[config.mk]
export PLATFORM = sky130hd
export DESIGN_NAME = jpeg_stream_reader
export DESIGN_NICKNAME = d
export VERILOG_FILES = /design/src/rtl/jpeg_marker_pkg.sv /design/src/rtl/jpeg_stream_reader_bit_window_buffer.sv /design/src/rtl/jpeg_stream_reader.sv
export SDC_FILE = /design/constraint.sdc
export NUM_CORES = 1
export LEC_CHECK = 0
export CAP_MARGIN = 20
export CORE_MARGIN = 2
export CORE_UTILIZATION = 54
export CTS_CLUSTER_SIZE = 24
export DETAILED_ROUTE_END_ITERATION = 12
export PLACE_DENSITY = 0.86
export SLEW_MARGIN = 10
export SYNTH_ARGS = -nofsm -noshare
export SYNTH_HDL_FRONTEND = slang
export SYNTH_SLANG_ARGS = --single-unit
[constraint.sdc]
create_clock -name clk -period 4.35 [get_ports clk]
set_input_delay 0.87 -clock clk [delete_from_list [all_inputs] [get_ports clk]]
set_output_delay 0.87 -clock clk [all_outputs]
set_load 0.05 [all_outputs]
[src/rtl/jpeg_marker_pkg.sv]
// Shared marker codes, byte-FSM state type and marker helpers for the JPEG stream reader.
package jpeg_marker_pkg;

  localparam logic [7:0] MK_SOI  = 8'hD8;
  localparam logic [7:0] MK_EOI  = 8'hD9;
  localparam logic [7:0] MK_SOS  = 8'hDA;
  localparam logic [7:0] MK_DQT  = 8'hDB;
  localparam logic [7:0] MK_DHT  = 8'hC4;
  localparam logic [7:0] MK_RST0 = 8'hD0;
  localparam logic [7:0] MK_RST1 = 8'hD1;
  localparam logic [7:0] MK_RST2 = 8'hD2;
  localparam logic [7:0] MK_RST3 = 8'hD3;
  localparam logic [7:0] MK_RST4 = 8'hD4;
  localparam logic [7:0] MK_RST5 = 8'hD5;
  localparam logic [7:0] MK_RST6 = 8'hD6;
  localparam logic [7:0] MK_RST7 = 8'hD7;

  localparam logic [7:0] BYTE_FF = 8'hFF;
  localparam logic [7:0] BYTE_00 = 8'h00;

  // Byte FSM: plain data, after a 0xFF prefix, or holding a reported marker.
  typedef enum logic [1:0] {
    S_DATA   = 2'd0,
    S_FF     = 2'd1,
    S_MARKER = 2'd2
  } rd_state_e;

  // RSTn markers occupy 0xD0..0xD7.
  function automatic logic is_rst(input logic [7:0] code);
    return (code[7:3] == MK_RST0[7:3]);
  endfunction

endpackage

[src/rtl/jpeg_stream_reader_bit_window_buffer.sv]
// MSB-aligned bit buffer: appends whole bytes, drops variable-length prefixes,
// and flags consumes that ask for more bits than are held.
module bit_window_buffer #(
  parameter int BUF_W  = 64,
  parameter int PEEK_W = 32,
  parameter int CNT_W  = $clog2(BUF_W + 1),
  parameter int LEN_W  = $clog2(PEEK_W) + 1
) (
  input  logic              clk,
  input  logic              rst_n,
  input  logic              append_valid,
  input  logic [7:0]        append_byte,
  input  logic              consume_valid,
  input  logic [LEN_W-1:0]  consume_len,
  input  logic              flush,
  output logic [PEEK_W-1:0] peek_bits,
  output logic [CNT_W-1:0]  bit_count,
  output logic              consume_err
);

  logic [BUF_W-1:0] buf_q, buf_d;
  logic [CNT_W-1:0] cnt_q, cnt_d;
  logic             err_q, err_d;
  logic [CNT_W-1:0] len_ext;
  logic [BUF_W-1:0] byte_word;

  // Next buffer: flush beats everything; otherwise consume first, then the
  // byte lands directly behind whatever survived the consume. Left shifts
  // fill with zeros, so bits past the count always read as 0.
  always_comb begin
    buf_d     = buf_q;
    cnt_d     = cnt_q;
    err_d     = 1'b0;
    len_ext   = CNT_W'(consume_len);
    byte_word = {append_byte, {(BUF_W-8){1'b0}}};
    if (flush) begin
      buf_d = '0;
      cnt_d = '0;
    end else begin
      if (consume_valid) begin
        if (len_ext > cnt_q) begin
          err_d = 1'b1;
        end else begin
          buf_d = buf_q << consume_len;
          cnt_d = cnt_q - len_ext;
        end
      end
      if (append_valid) begin
        buf_d = buf_d | (byte_word >> cnt_d);
        cnt_d = cnt_d + CNT_W'(8);
      end
    end
  end

  // Buffer, count and error-pulse registers.
  always_ff @(posedge clk or negedge rst_n) begin
    if (!rst_n) begin
      buf_q <= '0;
      cnt_q <= '0;
      err_q <= 1'b0;
    end else begin
      buf_q <= buf_d;
      cnt_q <= cnt_d;
      err_q <= err_d;
    end
  end

  assign peek_bits   = buf_q[BUF_W-1 -: PEEK_W];
  assign bit_count   = cnt_q;
  assign consume_err = err_q;

endmodule

[src/rtl/jpeg_stream_reader.sv]
// JPEG entropy-stream front end: strips 0xFF00 stuffing and fill bytes,
// reports markers, and feeds a bit window to the Huffman decoder.
//
// Handshakes: a byte transfers when in_valid && in_ready; in_ready depends
// only on registered state. A marker stays presented (marker_valid/marker_code)
// until marker_ack is seen while marker_valid is high. consume_valid is a
// one-cycle request with no back-pressure; illegal lengths pulse consume_err.
module jpeg_stream_reader
  import jpeg_marker_pkg::*;
#(
  parameter int BUF_W  = 64,
  parameter int PEEK_W = 32,
  parameter int CNT_W  = 7
) (
  input  logic                    clk,
  input  logic                    rst_n,
  input  logic                    in_valid,
  input  logic [7:0]              in_byte,
  output logic                    in_ready,
  output logic [PEEK_W-1:0]       peek_bits,
  output logic [CNT_W-1:0]        bit_count,
  input  logic                    consume_valid,
  input  logic [$clog2(PEEK_W):0] consume_len,
  output logic                    consume_err,
  output logic                    marker_valid,
  output logic [7:0]              marker_code,
  input  logic                    marker_ack
);

  localparam int               LEN_W    = $clog2(PEEK_W) + 1;
  localparam logic [CNT_W-1:0] FILL_MAX = CNT_W'(BUF_W - 8);

  rd_state_e   state_q, state_d;
  logic        mk_valid_q, mk_valid_d;
  logic [7:0]  mk_code_q, mk_code_d;
  logic        accept;
  logic        append_v;
  logic [7:0]  append_b;
  logic        flush;

  assign in_ready = (state_q != S_MARKER) && (bit_count <= FILL_MAX);
  assign accept   = in_valid && in_ready;

  // Byte FSM: decides what each accepted byte contributes and runs the
  // marker handshake; an RSTn acknowledgement drops the padding bits.
  always_comb begin
    state_d    = state_q;
    mk_valid_d = mk_valid_q;
    mk_code_d  = mk_code_q;
    append_v   = 1'b0;
    append_b   = in_byte;
    flush      = 1'b0;
    case (state_q)
      S_DATA: begin
        if (accept) begin
          if (in_byte == BYTE_FF) state_d  = S_FF;
          else                    append_v = 1'b1;
        end
      end
      S_FF: begin
        if (accept) begin
          if (in_byte == BYTE_00) begin
            append_v = 1'b1;
            append_b = BYTE_FF;
            state_d  = S_DATA;
          end else if (in_byte != BYTE_FF) begin
            mk_code_d  = in_byte;
            mk_valid_d = 1'b1;
            state_d    = S_MARKER;
          end
        end
      end
      S_MARKER: begin
        if (marker_ack && mk_valid_q) begin
          mk_valid_d = 1'b0;
          state_d    = S_DATA;
          flush      = is_rst(mk_code_q);
        end
      end
      default: state_d = S_DATA;
    endcase
  end

  // FSM and marker registers.
  always_ff @(posedge clk or negedge rst_n) begin
    if (!rst_n) begin
      state_q    <= S_DATA;
      mk_valid_q <= 1'b0;
      mk_code_q  <= 8'h00;
    end else begin
      state_q    <= state_d;
      mk_valid_q <= mk_valid_d;
      mk_code_q  <= mk_code_d;
    end
  end

  assign marker_valid = mk_valid_q;
  assign marker_code  = mk_code_q;

  bit_window_buffer #(
    .BUF_W (BUF_W),
    .PEEK_W(PEEK_W),
    .CNT_W (CNT_W),
    .LEN_W (LEN_W)
  ) u_buf (
    .clk          (clk),
    .rst_n        (rst_n),
    .append_valid (append_v),
    .append_byte  (append_b),
    .consume_valid(consume_valid),
    .consume_len  (consume_len),
    .flush        (flush),
    .peek_bits    (peek_bits),
    .bit_count    (bit_count),
    .consume_err  (consume_err)
  );

endmodule

Word level (Yosys, flattened, before mapping)

Cells that the tools add are included.

Add/sub/neg operators: 2
$lt $le $gt $ge: 2
Equal/unequal tests: 13
Shift operators: 2
Muxes and demuxes: 35
Bitwise operators: 2
Reductions and logical operators: 9

Operators by type and width:

| cell                                                            | count |
|---|---|
| two-way mux 64 bit                                              | 5 |
| bitwise OR 64 bit                                               | 1 |
| left shift 64 x 6 -> 64 bit                                     | 1 |
| right shift 64 x 7 -> 64 bit                                    | 1 |
| two-way mux 7 bit                                               | 5 |
| two-way mux 8 bit                                               | 3 |
| inequality test 2 bit (second input constant)                   | 7 |
| two-way mux 1 bit                                               | 13 |
| two-way mux 2 bit                                               | 6 |
| AND reduction 5 bit                                             | 2 |
| equality test 8 bit (second input constant)                     | 1 |
| zero test 8 bit                                                 | 1 |
| inequality test 8 bit (second input constant)                   | 1 |
| adder 7 x 4 -> 7 bit (second input constant)                    | 1 |
| greater-than comparator 6 x 7 -> 1 bit                          | 1 |
| less-or-equal comparator 7 x 6 -> 1 bit (second input constant) | 1 |
| subtractor 7 x 6 -> 7 bit                                       | 1 |
| one-hot mux 2 bit (3 select lines)                              | 1 |
| equality test 5 bit (second input constant)                     | 1 |
| one-hot mux 1 bit (2 select lines)                              | 2 |
| AND reduction 4 bit                                             | 1 |
| logical AND 1 bit                                               | 3 |
| inequality test 3 bit (second input constant)                   | 1 |
| equality test 2 x 1 -> 1 bit (second input constant)            | 1 |
| other kinds (4)                                                 | 4 |

Register bits: 83
Input bits: 19
Output and inout port bits: 50
Word-level logic and storage cells: 71

Depth between registers and ports, before layout

Gate-level depths: netlist (run 1).

Depth in word-level cells: 9
Gate-level depth with buffers: 17
Mapped depth without buffers: 12

Cells and area by module

A second synthesis (run 1) with hierarchy kept.

Cells, all modules: 1010
Area, all modules: 9076.2 µm²

By module, submodules not included:

| module             | times used | cells an instance | area an instance (µm²) | seq. area each (µm²) |
|---|---|---|---|---|
| bit_window_buffer  | 1          | 955               | 8430.6                 | 1801.7 |
| jpeg_stream_reader | 1          | 55                | 645.6                  | 275.3 |

Worst setup path after synthesis (run 1)

Ideal clock, no wire load.

Path kind: input to register
Start: input port consume_len[2]
End: register u_buf.buf_q[2]
Setup time: 0.139 ns
Arrival: 4.461 ns
Data required time: 4.211 ns
Setup slack: -0.251 ns
Stages: 15
Path buffers: 5
Cell sequence: clkbuf_1 > inv_2 > buf_1 > clkbuf_1 > clkbuf_1 > ha_1 > nor2_1 > a2111oi_4 > nor3_2 > or2_1 > buf_4 > a211oi_2 > a21oi_1 > a32oi_2 > o22ai_1

Cells in the longest elaborated chain, start to end: 8
Elaborated cells on any way between the ends: 13
Classes of those cells: add/sub (1); order compare (1); shift (2); mux (8); bitwise (1)

RTL lines:

| element                                                                                    | RTL line                                                                               | RTL |
|---|---|---|
| from (decl)                                                                                | jpeg_stream_reader.sv:23                                                               | `input logic [$clog2(PEEK_W):0] consume_len,` |
| subtractor 7 x 6 -> 7 bit / greater-than comparator 6 x 7 -> 1 bit (equally long branches) | jpeg_stream_reader_bit_window_buffer.sv:45, jpeg_stream_reader_bit_window_buffer.sv:41 |  |
| two-way mux 7 bit                                                                          | jpeg_stream_reader_bit_window_buffer.sv:41                                             | `if (len_ext > cnt_q) begin` |
| two-way mux 7 bit                                                                          | jpeg_stream_reader_bit_window_buffer.sv:40                                             | `if (consume_valid) begin` |
| two-way mux 7 bit                                                                          | jpeg_stream_reader_bit_window_buffer.sv:36                                             | `if (flush) begin` |
| right shift 64 x 7 -> 64 bit                                                               | jpeg_stream_reader_bit_window_buffer.sv:49                                             | `buf_d = buf_d \| (byte_word >> cnt_d);` |
| bitwise OR 64 bit                                                                          | jpeg_stream_reader_bit_window_buffer.sv:49                                             |  |
| two-way mux 64 bit (*)                                                                     | jpeg_stream_reader_bit_window_buffer.sv:48                                             | `if (append_valid) begin` |
| two-way mux 64 bit (*)                                                                     | jpeg_stream_reader_bit_window_buffer.sv:36                                             |  |
| named net u_buf.buf_d[2]                                                                   | jpeg_stream_reader_bit_window_buffer.sv:21                                             | `logic [BUF_W-1:0] buf_q, buf_d;` |
| to (signal assigned)                                                                       | jpeg_stream_reader_bit_window_buffer.sv:62                                             | `buf_q <= buf_d;` |
| to (decl)                                                                                  | jpeg_stream_reader_bit_window_buffer.sv:21                                             |  |

Mark *: on every way through the listed nets, which the timed path passes. The rest lies on a longest branch. The select of a mux whose other input is x is not followed.
A chain may end at the register's enable or synchronous reset.

Worst setup path after layout (run 1)

Start: input port consume_len[5]
End: register u_buf.buf_q[0]

The elaborated chain is that of the path after synthesis.

==> flow_summary_export.csv, run 1 <==
group,metric,value,unit
layout,drive_above_1_share,24.7,%
sta,rsz0062_at_grt,"no",
global_route,grtUsageTotal,43.0,%
detailed_routing,drc,0,
global_route,grt_first_pass_wirelength,58300,um
clocking,post-cts-setup-buffers,0,
logic_synthesis,syn_inst,1068,
worst_setup_path,cp-end-kind,"flip-flop",
global_route,grt_start_max_net_pins,67,
worst_setup_path,path_buf_inv,4,
detailed_routing,drt_iter0_markers,1363,
sta,min_period,4.20,ns
logic_synthesis,ys_warn_count,0,
sta,hold_viol,0,
floorplanning,start_util,54.7,%
placement,hpwlAfterDp,29300,um
placement,io_buffers,68,
power_and_ir_drop,switching_share,55.0,%
logic_synthesis,ys_seq_area_share,22.3,%
worst_setup_path,worstPathArrival,4.49,ns
sta,fin_skew,0.00857,ns
floorplanning,die_y,135,um
worst_setup_path,path_depth,13,
sta,fin_tns_setup,0,ns
floorplanning,io_pins,69,
worst_setup_path,startpoint,"consume_len[5]",
clocking,cts_resized,0,
detailed_routing,wl,39100,um
clocking,hold_buffers,0,
worst_setup_path,reg2reg_depth,11,
worst_setup_path,reg2reg_from,"u_buf.bit_count[0]$_DFF_PN0_",
power_and_ir_drop,sequentialPowerShare,18.4,%
detailed_routing,vias,10200,
logic_synthesis,syn_area_per_cell,8.73,sq um
sta,post-route-period-util,96.4,%
sta,fmax,238,MHz
power_and_ir_drop,intPower,3.97,mW
floorplanning,dieWidth,135,um
worst_setup_path,r2r_end,"u_buf.buf_q[1]$_DFF_PN0_",
logic_synthesis,ys_types,90,
worst_setup_path,r2r_slack,0.67,ns
logic_synthesis,synth-edff-count,0,
clocking,clkSlewWorstSetupHoldPaths,0.06,ns
worst_setup_path,endpoint,"u_buf.buf_q[0]$_DFF_PN0_",
global_route,antenna_found_initial,1,
worst_setup_path,cpLargestDelayFamily,"simple AND/OR/NAND/NOR gates",
sta,finalSetupViolCount,0,
power_and_ir_drop,power_frac_comb,73.2,%
power_and_ir_drop,p_sw,4.87,mW
global_route,overflow,0,
layout,fillers,1480,
min_path,hold_path_class,"reg2reg",
global_route,first_global_vias,9460,
logic_synthesis,netlist_area,0.00932,sq mm
power_and_ir_drop,pwr_density_cell,818,mW/mm^2
detailed_routing,drtAntennaViolNets,0,
sta,slew_viol_final,0,
placement,gp_congestion,1.08,
layout,fin_util,63.4,%
layout,nets,1167,
worst_setup_path,critPathKind,"in2reg",
clocking,cts_num_sinks,83,
detailed_routing,drt-pass1-iter-count,7,
clocking,cts_root_buf,"clkbuf_16",
clocking,cts_tree,"yes",
floorplanning,dieArea,0.0183,sq mm
clocking,cts_htree_levels,3,
worst_setup_path,critPathLaunchType,"input port",
clocking,numCtsBuffers,9,
layout,area_growth,16.0,%
worst_setup_path,crit_slowest_cell,"clkdlybuf4s50_1",
power_and_ir_drop,p_leak,4.28,nW
worst_setup_path,max_stage_delay,0.49,ns
sta,tightest_slew,0.888,ns
worst_setup_path,crit_path_max_fanout,9,
worst_setup_path,crit_required,4.65,ns
logic_synthesis,syn_nets,1095,
floorplanning,core_area,0.0171,sq mm
outcome,status,"completed",
clocking,cts_max_path_buffers,2,
power_and_ir_drop,ir_drop,410,uV
power_and_ir_drop,clkPwrFrac,8.4,%
clocking,clk_latency,0.36,ns
flow_run,maxCapViolations,0,
logic_synthesis,synthFlopType,"dfrtp_1",
logic_synthesis,synth-async-reset-ratio,100,%
detailed_routing,wl_per_cell,28.5,um
detailed_routing,via_per_inst,7.47,
sta,max-slew-margin-rel,40.8,%
floorplanning,rows,48,
logic_synthesis,synth_seq_cells,83,
worst_setup_path,crit_chain,"clkdlybuf4s50_1 > inv_1 > ha_1 > a211o_2 > o21ai_2 > nand2_1 > mux2i_4 > buf_4 > nor3_2 > nand2_1 > o2bb2ai_1 > nor3_1 > buf_4",
-- how the worst min path moves through the flow --
| stage | cells past startpoint | startpoint | endpoint | slack (ns) |
|---|---|---|---|---|
| 6_report | 1 | marker_code[2]$_DFFE_PN0P_ | marker_code[2]$_DFFE_PN0P_ | 0.52 |
| 3_3_place_gp | 1 | marker_code[2]$_DFFE_PN0P_ | marker_code[2]$_DFFE_PN0P_ | 0.50 |
| 3_5_place_dp | 1 | marker_code[2]$_DFFE_PN0P_ | marker_code[2]$_DFFE_PN0P_ | 0.50 |
| 5_1_grt | 1 | marker_code[1]$_DFFE_PN0P_ | marker_code[1]$_DFFE_PN0P_ | 0.54 |
| 4_1_cts | 1 | marker_code[0]$_DFFE_PN0P_ | marker_code[0]$_DFFE_PN0P_ | 0.52 |
| 2_1_floorplan | 1 | state_q[1]$_DFFE_PN0P_ | state_q[0]$_DFFE_PN0P_ | 0.46 |
-- cell usage in the layout (no fill, tap or decap), drive strengths merged, types with 15 or more instances in the layout --
master,synthesis,final
clkdlybuf4s50,0,65
a21oi,68,68
nor3,36,36
mux2i,47,47
buf,70,113
inv,20,21
nand2,147,147
o21ai,81,81
o22ai,39,39
mux2,36,36
a211oi,17,17
nor2,89,89
nand3,25,25
a22oi,21,21
dfrtp,83,83
a31oi,15,15
mux4,68,68
-- routing by layer --
metal  vias to the layer above  global-route usage, %  wire, um
li1                       4240                      -         -
met1                      4904                   56.2     14300
met2                       904                   62.6     16500
met3                       191                   13.7      5410
met4                         0                   25.3      2940
met5                         -                      0         0
-- cells by family after synthesis --
| logic type | count (synthesis) | synth area share (%) |
|---|---|---|
| compound gates | 334 | 25.2 |
| xor+xnor | 4 | 0.376 |
| fa+ha+maj | 8 | 1.15 |
| buf+inv | 138 | 7.38 |
| flops | 83 | 22.3 |
| mux | 151 | 26.1 |
| simple gates | 350 | 17.5 |
-- state kept, by name, summed over array words and instances, names as in the netlist --
| signal | flops |
|---|---|
| u_buf.buf_q | 64 |
| marker_code | 8 |
| u_buf.bit_count | 7 |
| state_q | 2 |
| marker_valid | 1 |
| u_buf.consume_err | 1 |
-- layout make-up --
type | count | area [sq um] | share of cell area, %
clock buffer | 11 | 233 | 2.15
antenna | 1 | 2.50 | 0.0231
sequential | 83 | 2080 | 19.2
clock inverter | 5 | 40.0 | 0.370
tap | 225 | 282 | 2.60
timing repair buffer | 178 | 1530 | 14.2
multi-input combinational | 847 | 6570 | 60.7
inverter | 21 | 78.8 | 0.729
-- synth_stat cells (21+ instances only) --
cell	count	area (sq um)
a22oi_1	21	158
nand3_1	25	125
mux2_2	36	405
clkbuf_1	47	176
mux4_2	68	1530
dfrtp_1	83	2080
o21ai_0	64	320
buf_2	25	125
nor2_1	84	315
a21oi_1	63	315
mux2i_1	45	450
nand2_1	145	544
o22ai_1	39	244
nor3_1	31	155
buf_4	35	263
-- stage by stage --
step	total power, mW	std cells	instance area [sq um]	hold WS [ns]	worst slack (ns)
2_1_floorplan	5.59	1068	9330	0.458	0.0153
6_report	8.84	1371	10800	0.515	0.155
3_3_place_gp	7.75	1354	10500	0.497	-0.0485
4_1_cts	8.57	1370	10800	0.518	0.270
5_1_grt	9.17	1370	10800	0.538	0.148
3_5_place_dp	7.81	1354	10500	0.498	-0.0597
-- power by group through the flow --
stage	Combinational, mW	Clock [mW]	Sequential [mW]
detailed placement	6.23	0	1.59
global placement	6.17	0	1.58
floorplan	4.10	0	1.49
global route	6.77	0.771	1.63
finish	6.47	0.741	1.63
CTS	6.25	0.738	1.58
No activity file was read; power rests on OpenSTA's default activity.
==> run 2: changes to the inputs <==
- CTS_CLUSTER_SIZE: 24 -> not set
==> results of run 2 <==
The final DEF is identical to that of run 1; final timing and power are the same.
